`src/rtl/controlador_ascensor.sv`:
```
// controlador_ascensor: SCAN elevator car controller.
// Reads the merged pending-request vector from the request registrador and
// drives the motor and door lines.
// The car keeps its travel direction while requests remain ahead of it.
// Ports:
//   SystemClock    - clock, all state changes on its rising edge
//   reset_n        - asynchronous active-low reset
//   solicitudes    - pending requests, bit i = floor i
//   atendido       - one-hot, one-cycle clear strobe for the floor just served
//   piso_actual    - current floor
//   motor_subir    - drive car up
//   motor_bajar    - drive car down
//   puerta_abierta - door open
//   direccion      - retained travel direction (1 = up)
module controlador_ascensor #(
  parameter int N_PISOS  = 4,
  parameter int T_VIAJE  = 4,
  parameter int T_PUERTA = 3
) (
  input  logic                       SystemClock,
  input  logic                       reset_n,
  input  logic [N_PISOS-1:0]         solicitudes,
  output logic [N_PISOS-1:0]         atendido,
  output logic [$clog2(N_PISOS)-1:0] piso_actual,
  output logic                       motor_subir,
  output logic                       motor_bajar,
  output logic                       puerta_abierta,
  output logic                       direccion
);
  localparam int PW = $clog2(N_PISOS);
  localparam int TW = (T_VIAJE  > 1) ? $clog2(T_VIAJE)  : 1;
  localparam int DW = (T_PUERTA > 1) ? $clog2(T_PUERTA) : 1;
  localparam logic [PW-1:0] PISO_TOP   = PW'(N_PISOS - 1);
  localparam logic [TW-1:0] VIAJE_FIN  = TW'(T_VIAJE - 1);
  localparam logic [DW-1:0] PUERTA_FIN = DW'(T_PUERTA - 1);

  typedef enum logic [1:0] {IDLE, MOVING, DOOR_OPEN} estado_t;

  estado_t           estado, estado_nx;
  logic [TW-1:0]     cnt_viaje, cnt_viaje_nx;
  logic [DW-1:0]     cnt_puerta, cnt_puerta_nx;
  logic [PW-1:0]     piso_nx, p_dec;
  logic [N_PISOS-1:0] atendido_nx, m;
  logic              subir_nx, bajar_nx, puerta_nx, dir_nx, dir_f;
  logic              arribo, aqui, arriba, abajo, adelante, atras, decidir;

  // The registrador clears a served bit one cycle late; masking with the
  // strobe still on the outputs hides that stale bit for exactly that cycle.
  assign m = solicitudes & ~atendido;

  // Decision floor: the floor being reached on this edge while moving,
  // otherwise the current floor.
  assign arribo = (estado == MOVING) && (cnt_viaje == VIAJE_FIN);
  assign p_dec  = !arribo   ? piso_actual :
                  direccion ? piso_actual + PW'(1) : piso_actual - PW'(1);

  // Direction is pinned at the end floors before deciding.
  always_comb begin
    dir_f = direccion;
    if (p_dec == PISO_TOP)   dir_f = 1'b0;
    else if (p_dec == '0)    dir_f = 1'b1;
  end

  always_comb begin
    aqui   = 1'b0;
    arriba = 1'b0;
    abajo  = 1'b0;
    for (int i = 0; i < N_PISOS; i++) begin
      if (PW'(i) == p_dec)     aqui   = m[i];
      else if (PW'(i) > p_dec) arriba = arriba | m[i];
      else                     abajo  = abajo  | m[i];
    end
  end

  assign adelante = dir_f ? arriba : abajo;
  assign atras    = dir_f ? abajo  : arriba;

  always_comb begin
    estado_nx     = estado;
    cnt_viaje_nx  = cnt_viaje;
    cnt_puerta_nx = cnt_puerta;
    piso_nx       = piso_actual;
    dir_nx        = direccion;
    atendido_nx   = '0;
    subir_nx      = 1'b0;
    bajar_nx      = 1'b0;
    puerta_nx     = 1'b0;
    decidir       = 1'b0;
    case (estado)
      IDLE: decidir = 1'b1;
      MOVING: begin
        if (arribo) begin
          piso_nx      = p_dec;
          cnt_viaje_nx = '0;
          decidir      = 1'b1;
        end else begin
          cnt_viaje_nx = cnt_viaje + TW'(1);
          subir_nx     = motor_subir;
          bajar_nx     = motor_bajar;
        end
      end
      DOOR_OPEN: begin
        puerta_nx = 1'b1;
        if (aqui) begin
          // re-request while open: serve again and restart the dwell
          atendido_nx   = N_PISOS'(1) << piso_actual;
          cnt_puerta_nx = '0;
        end else if (cnt_puerta == PUERTA_FIN) begin
          estado_nx     = IDLE;
          puerta_nx     = 1'b0;
          cnt_puerta_nx = '0;
        end else begin
          cnt_puerta_nx = cnt_puerta + DW'(1);
        end
      end
      default: estado_nx = IDLE;
    endcase

    if (decidir) begin
      dir_nx = dir_f;
      if (aqui) begin
        estado_nx     = DOOR_OPEN;
        puerta_nx     = 1'b1;
        atendido_nx   = N_PISOS'(1) << p_dec;
        cnt_puerta_nx = '0;
      end else if (adelante) begin
        estado_nx    = MOVING;
        subir_nx     = dir_f;
        bajar_nx     = !dir_f;
        cnt_viaje_nx = '0;
      end else if (atras) begin
        estado_nx    = MOVING;
        dir_nx       = !dir_f;
        subir_nx     = !dir_f;
        bajar_nx     = dir_f;
        cnt_viaje_nx = '0;
      end else begin
        estado_nx = IDLE;
      end
    end
  end

  always_ff @(posedge SystemClock or negedge reset_n) begin
    if (!reset_n) begin
      estado         <= IDLE;
      cnt_viaje      <= '0;
      cnt_puerta     <= '0;
      piso_actual    <= '0;
      direccion      <= 1'b1;
      atendido       <= '0;
      motor_subir    <= 1'b0;
      motor_bajar    <= 1'b0;
      puerta_abierta <= 1'b0;
    end else begin
      estado         <= estado_nx;
      cnt_viaje      <= cnt_viaje_nx;
      cnt_puerta     <= cnt_puerta_nx;
      piso_actual    <= piso_nx;
      direccion      <= dir_nx;
      atendido       <= atendido_nx;
      motor_subir    <= subir_nx;
      motor_bajar    <= bajar_nx;
      puerta_abierta <= puerta_nx;
    end
  end
endmodule

```
`config.mk`:
```
export PLATFORM = sky130hd
export DESIGN_NAME = controlador_ascensor
export DESIGN_NICKNAME = d
export VERILOG_FILES = /design/src/rtl/controlador_ascensor.sv
export SDC_FILE = /design/constraint.sdc
export NUM_CORES = 1
export LEC_CHECK = 0
export BUFFER_PORTS_ARGS = -buffer_cell sky130_fd_sc_hd__buf_4
export CAP_MARGIN = 0
export CORE_MARGIN = 5
export CORE_UTILIZATION = 55
export CTS_CLUSTER_SIZE = 24
export DETAILED_ROUTE_END_ITERATION = 16
export PLACE_DENSITY = 0.76
export SYNTH_ARGS = -nofsm -noshare
export SYNTH_HDL_FRONTEND = slang
export SYNTH_SLANG_ARGS = --single-unit
```
`constraint.sdc`:
```
create_clock -name SystemClock -period 2.8 [get_ports SystemClock]
set_clock_uncertainty 0.2 [all_clocks]
set_input_delay 0.14 -clock SystemClock [delete_from_list [all_inputs] [get_ports SystemClock]]
set_output_delay 0.14 -clock SystemClock [all_outputs]
set_load 0.05 [all_outputs]
```
==> results of run 1 <==
-- kinds of logic (layout without fill, tap and decap cells) --
kind of cell               Yosys count  count (layout)  synth area share
AOI/OAI and AO/OA                   46              46             0.293
and+or+nand+nor                     41              41             0.188
buffers and inverters               13              25            0.0655
muxes                                2               2            0.0181
xor gates and xnor gates             4               4            0.0519
DFF                                 16              16             0.362
adders and majority gates            2               2            0.0203
-- metrics by stage --
stage	setup slack [ns]	cells	util	cell area [um2]	power [mW]
floorplan	0.430	124	-	1110	1.34
global placement	0.485	158	0.619	1200	1.52
detailed placement	0.407	158	0.619	1200	1.54
CTS	0.392	163	0.642	1250	1.69
global route	0.215	163	0.642	1250	1.83
finish	0.393	163	0.642	1250	1.70
-- per-layer routing --
layer	part of all wire	track usage	vias to the layer above
li1	-	-	477
met1	0.45	0.244	449
met2	0.50	0.319	21
met3	0.038	0.0322	5
met4	0.0068	0.0486	0
met5	0	0	-
-- flip-flops by register name, indices dropped and copies added (netlist names) --
signal / count
atendido: 4
cnt_puerta: 2
cnt_viaje: 2
direccion: 1
estado: 2
motor_bajar: 1
motor_subir: 1
piso_actual: 2
puerta_abierta: 1
-- worst max-delay path, delay by kind of cell, from the launching register on --
kind / cells / cell delay (ns)
AO/OA/AOI/OAI: 2 / 0.62
flip-flops: 1 / 0.59
AND/OR/NAND/NOR: 4 / 0.88
-- what timing repair did --
action / 4_1_cts / 5_1_grt
hold buffers: 1 / 0
buffers inserted: 0 / 0
endpoints found under the hold margin: 16 / 0
-- placed cells by master (no fill, tap or decap), types with 3 or more instances in the layout --
cell type / synthesis / final
buf_4: 1 / 15
o21ai_1: 3 / 3
nand3_1: 3 / 3
o21ai_0: 5 / 5
o211ai_1: 4 / 4
nand2_1: 11 / 11
nor3_1: 3 / 3
a21o_1: 3 / 3
a21oi_1: 13 / 13
o22ai_1: 3 / 3
inv_1: 5 / 5
nor2b_1: 3 / 3
clkbuf_4: 0 / 3
nor2_1: 11 / 11
o32ai_1: 3 / 3
dfrtp_1: 15 / 15
-- worst max path at each step --
stage,endpoint,slack [ns],cells after the start
after floorplan,cnt_puerta[0],0.43,7
after global placement,direccion,0.48,7
after detailed placement,motor_bajar,0.41,6
after CTS,cnt_puerta[1],0.39,6
after global routing,motor_bajar,0.22,6
final,motor_bajar,0.39,6
-- final cells by class --
cell class              instances  area, um2
repair buffers                 16        123
fillers                       173        694
clock buffers                   4       36.3
inverters                       5       18.8
flip-flops and latches         16        402
well taps                      27       33.8
multi-input cells              95        634
-- power groups by stage --
stage | Combinational, mW | Sequential, mW | Clock (mW)
after floorplan | 0.750 | 0.588 | 0
after global placement | 1.00 | 0.515 | 0
after detailed placement | 1.01 | 0.524 | 0
after CTS | 1.02 | 0.519 | 0.156
after global routing | 1.12 | 0.549 | 0.168
final | 1.02 | 0.522 | 0.153
==> impl_metrics.sql, run 1 <==
INSERT INTO impl_metrics (metric_group, metric, value, unit) VALUES
('grt', 'grt_overflow_total', '0', ''),
('timing', 'max_slew_headroom_at_the_worst_pin', '0.525', ''),
('critical_path', 'reg2reg_setup_slack', '0.39', 'ns'),
('grt', 'track_usage', '0.187', ''),
('yosys', 'number_of_flops_mapped_to_enable_cells_by_yosys', '0', ''),
('critical_path', 'startpoint_type', 'flop', ''),
('critical_path', 'rr_worst_depth', '6', ''),
('power_and_ir_drop', 'power.density', '1360', 'mW/mm2'),
('timing', 'max_clock_freq', '0.415', 'GHz'),
('power_and_ir_drop', 'share_seq_of_total_power', '0.308', ''),
('floorplanning', 'die_h', '54.9', 'um'),
('detailed_routing', 'drc_errors', '0', ''),
('critical_path', 'path_max_fanout', '14', ''),
('power_and_ir_drop', 'ir_drop', '652', 'uV'),
('grt', 'number_of_global_route_vias_before_repair', '906', ''),
('power_and_ir_drop', 'power_switching', '0.892', 'mW'),
('critical_path', 'crit_path_cell_trace', 'and3b_1 > o211ai_2 > a32oi_2 > nand2_2 > nor3_2 > nor2_1', ''),
('clock_tree', 'clock_tree_from_tritoncts', 'built', ''),
('timing', 'post-route-min-period', '2.41', 'ns'),
('clock_tree', 'clock_path_buffers', '2', ''),
('critical_path', 'cp_slowest_stage_delay', '0.59', 'ns'),
('critical_path', 'critPathLaunch', 'estado[0]', ''),
('place', 'globalplace.congestion', '0.909', ''),
('floorplanning', 'count_of_standard_cell_rows', '16', ''),
('power_and_ir_drop', 'p_int', '0.803', 'mW'),
('detailed_routing', 'dr_total_vias', '952', ''),
('grt', 'antenna_found_initial', '0', ''),
('grt', 'global_route_wire_length_before_repair', '4.05', 'mm'),
('finish', 'syn2layout_area_growth', '12.5', '%'),
('finish', 'num-nets-final', '144', ''),
('detailed_routing', 'wl_per_cell', '14.5', 'um'),
('run_status', 'outcome', 'finished, final reports clean', ''),
('clock_tree', 'cts_made_buffers', '3', ''),
('yosys', 'ys_ff_latch', '16', ''),
('detailed_routing', 'drt.antenna.violating_nets', '0', ''),
('clock_tree', 'clk_latency', '0.29', 'ns'),
('timing', 'rsz0062_at_grt', 'no', ''),
('grt', 'grt_start_max_net_pins', '23', ''),
('yosys', 'synth.top_cell.area_share', '0.339', ''),
('place', 'count_of_buffers_inserted_at_the_top_level_ports', '15', ''),
('floorplanning', 'floorplan.die_area', '0.00301', 'mm2'),
('yosys', 'netlist.top_cell.by_area', 'dfrtp_1', ''),
('timing', 'finalMaxSlewViolations', '0', ''),
('critical_path', 'worst_r2r_endpoint', 'motor_bajar', ''),
('yosys', 'synth.top_cells.by_area', 'dfrtp_1, a21oi_1, nand2_1', ''),
('detailed_routing', 'vias_per_cell', '5.84', ''),
('critical_path', 'criticalPathCategory', 'flop to flop', ''),
('critical_path', 'cp.arrival', '2.39', 'ns'),
('yosys', 'synth_top_flop_cell', 'dfrtp_1', ''),
('timing', 'setup_tns', '0', 'ns'),
('run', 'max-cap-violations', '0', ''),
('timing', 'timing.final.setup_violations', '0', ''),
('yosys', 'cell_count_after_synthesis', '124', ''),
('yosys', 'yosysSeqAreaShare', '0.362', ''),
('critical_path', 'critPathSlowestCell', 'dfrtp_1', ''),
('finish', 'final_layout_size_suffix_gt1_frac', '0.235', ''),
('power_and_ir_drop', 'switching_share', '0.526', ''),
('yosys', 'yosysMostFrequentCell', 'dfrtp_1', ''),
('floorplanning', 'floorplan.initialDensity', '0.571', ''),
('clock_tree', 'clkSlewWorstSetupHoldPaths', '0.09', 'ns'),
('timing', 'worst-slew-pin-transition', '0.713', 'ns'),
('detailed_routing', 'drt-total-wl', '2.36', 'mm'),
('critical_path', 'r2r_start', 'estado[0]', ''),
('yosys', 'cell_area_after_technology_mapping', '0.00111', 'mm2'),
('power_and_ir_drop', 'comb_power_share', '0.602', ''),
('place', 'dpl.hpwl', '1.74', 'mm'),
('clock_tree', 'cts_resized', '0', ''),
('clock_tree', 'cts.htree.levels', '1', ''),
('floorplanning', 'fp.coreArea', '0.00194', 'mm2'),
('yosys', 'synthArstFlopShare', '1.00', ''),
('yosys', 'yosys_warning_count', '0', '');
(Power assumes the default switching activity.)
==> inputs of run 2 (changes only) <==
--- a/config.mk
+++ b/config.mk
@@ -9,6 +9,7 @@
 export CAP_MARGIN = 0
 export CORE_MARGIN = 5
 export CORE_UTILIZATION = 55
+export CTS_BUF_LIST = sky130_fd_sc_hd__clkbuf_16
 export CTS_CLUSTER_SIZE = 24
 export DETAILED_ROUTE_END_ITERATION = 16
 export PLACE_DENSITY = 0.76
==> impl_metrics.sql, run 2 (synthesis results as in run 1) <==
INSERT INTO impl_metrics (metric_group, metric, value, unit) VALUES
('grt', 'global_route_wire_length_before_repair', '4.13', 'mm'),
('timing', 'timing.final.ws_setup', '0.370', 'ns'),
('floorplanning', 'floorplan.die_area', '0.00301', 'mm2'),
('floorplanning', 'fp.coreArea', '0.00194', 'mm2'),
('finish', 'syn2layout_area_growth', '16.4', '%'),
('critical_path', 'path_max_fanout', '14', ''),
('timing', 'finalMaxSlewViolations', '0', ''),
('timing', 'timing.final.setup_violations', '0', ''),
('timing', 'max_clock_freq', '0.412', 'GHz'),
('finish', 'layout_cells_excl_fill', '163', ''),
('finish', 'largest_register_ff_count', '4', ''),
('power_and_ir_drop', 'total_power', '1.82', 'mW'),
('clock_tree', 'clock_path_buffers', '2', ''),
('floorplanning', 'count_of_standard_cell_rows', '16', ''),
('floorplanning', 'floorplan.initialDensity', '0.571', ''),
('detailed_routing', 'drt.antenna.violating_nets', '0', ''),
('timing', 'hold_slack', '0.0988', 'ns'),
('critical_path', 'criticalPathCategory', 'flop to flop', ''),
('run', 'max-cap-violations', '0', ''),
('grt', 'number_of_global_route_vias_before_repair', '897', ''),
('detailed_routing', 'detailedRoute.firstIterationViolations', '36', ''),
('clock_tree', 'cts.repair_timing.setup_buffer_count', '0', ''),
('detailed_routing', 'wl_per_cell', '14.7', 'um'),
('timing', 'worst-slew-pin-transition', '0.701', 'ns'),
('place', 'dpl_cell_area', '0.00120', 'mm2'),
('floorplanning', 'num_io_pins', '16', ''),
('finish', 'fillers', '165', ''),
('critical_path', 'rr_worst_depth', '6', ''),
('grt', 'track_usage', '0.195', ''),
('critical_path', 'crit_path_end', 'motor_bajar', ''),
('floorplanning', 'die_w', '54.9', 'um'),
('clock_tree', 'cts_made_buffers', '3', ''),
('clock_tree', 'cts.htree.levels', '1', ''),
('clock_tree', 'clock_tree_from_tritoncts', 'built', ''),
('critical_path', 'critPathLaunch', 'estado[0]', ''),
('critical_path', 'cp.arrival', '2.36', 'ns'),
('finish', 'share_of_the_core_filled_with_cells_in_the_final_layout', '0.664', ''),
('timing', 'max_slew_headroom_at_the_worst_pin', '0.533', ''),
('timing', 'post-route-period-util', '0.868', ''),
('finish', 'num-nets-final', '144', ''),
('place', 'placed_cells', '158', ''),
('detailed_routing', 'dr_total_vias', '971', ''),
('clock_tree', 'cts_resized', '0', ''),
('critical_path', 'reg2reg_setup_slack', '0.37', 'ns'),
('clock_tree', 'clkSlewWorstSetupHoldPaths', '0.05', 'ns'),
('critical_path', 'critPathSlowestCell', 'dfrtp_1', ''),
('critical_path', 'crit_path_cell_trace', 'and3b_1 > o211ai_2 > a32oi_2 > nand2_2 > nor3_2 > nor2_1', ''),
('timing', 'post-route-min-period', '2.43', 'ns'),
('floorplanning', 'die_h', '54.9', 'um'),
('timing', 'rsz0062_at_grt', 'no', ''),
('finish', 'regMostFlops', 'atendido', ''),
('worst_hold_path', 'hold_class', 'primary input to asynchronous set/reset pin', ''),
('detailed_routing', 'drt-total-wl', '2.39', 'mm'),
('critical_path', 'r2r_start', 'estado[0]', ''),
('critical_path', 'critPathCaptureType', 'flop', ''),
('run_status', 'outcome', 'finished, final reports clean', ''),
('clock_tree', 'ctsRootBufferMaster', 'clkbuf_16', ''),
('grt', 'antenna_found_initial', '0', ''),
('place', 'globalplace.congestion', '0.909', ''),
('place', 'dpl.hpwl', '1.74', 'mm'),
('finish', 'final_layout_size_suffix_gt1_frac', '0.228', ''),
('detailed_routing', 'drc_errors', '0', ''),
('power_and_ir_drop', 'p_leak', '0.569', 'nW'),
('power_and_ir_drop', 'ir_drop', '696', 'uV'),
('critical_path', 'cp_slowest_stage_delay', '0.58', 'ns'),
('critical_path', 'worst_r2r_endpoint', 'motor_bajar', ''),
('detailed_routing', 'detail_route.first_pass.iterations', '4', ''),
('clock_tree', 'clock_sink_count', '16', ''),
('critical_path', 'worst_ep_required_time', '2.73', 'ns'),
('place', 'count_of_buffers_inserted_at_the_top_level_ports', '15', ''),
('power_and_ir_drop', 'power.density', '1410', 'mW/mm2'),
('finish', 'antenna_cells', '0', ''),
('detailed_routing', 'vias_per_cell', '5.96', ''),
('timing', 'hold_viol', '0', ''),
('finish', 'mostFrequentLayoutCells', 'dfrtp_1, buf_4, a21oi_1, nand2_1, nor2_1', ''),
('clock_tree', 'clk_latency', '0.25', 'ns'),
('finish', 'fin_area', '0.00129', 'mm2'),
('grt', 'grt_start_max_net_pins', '23', ''),
('clock_tree', 'cts.hold.buffers_added', '1', ''),
('critical_path', 'startpoint_type', 'flop', ''),
('timing', 'setup_tns', '0', 'ns'),
('grt', 'grt_overflow_total', '0', ''),
('place', 'detailedPlace.worstSlack', '0.407', 'ns');
## run 2: changes by cell type in the layout (fill, tap and decap cells not counted), sizes merged
cell	change
clkbuf	-1
clkinv	+1
## run 2: worst max-delay path, delay by kind of cell (launching register included)
| family | cells | cell delay [ns] |
|---|---|---|
| simple gates | 4 | 0.90 |
| compound gates | 2 | 0.63 |
| flops | 1 | 0.58 |
## run 2: final cells by class
class                      count  area [um2]  area share
sequential                    16         402       0.311
clock buffer                   3        75.1      0.0582
multi-input combinational     95         634       0.492
tap                           27        33.8      0.0262
timing repair buffer          16         123      0.0951
inverter                       5        18.8      0.0145
clock inverter                 1        3.75     0.00291
## run 2: worst min-delay path by stage
stage               cells after the start             to  slack (ns)
detailed placement                      1  cnt_puerta[1]       -0.19
global route                            2      estado[0]        0.13
global placement                        1  cnt_puerta[1]       -0.19
CTS                                     2      estado[0]        0.09
floorplan                               0    atendido[0]       -0.36
finish                                  2  cnt_puerta[1]         0.1
## run 2: layer usage
layer	GRT usage	share of wire	vias up
met2	0.313	0.49	32
li1	-	-	477
met5	0	0	-
met3	0.0402	0.050	5
met1	0.253	0.44	457
met4	0.0850	0.015	0
## run 2: power by group
| part | internal, mW | total, mW | switching (mW) | leakage (nW) |
|---|---|---|---|---|
| logic | 0.391 | 1.02 | 0.629 | 0.326 |
| registers | 0.334 | 0.524 | 0.190 | 0.205 |
| clock network | 0.190 | 0.279 | 0.0895 | 0.0385 |
| total | 0.914 | 1.82 | 0.908 | 0.569 |
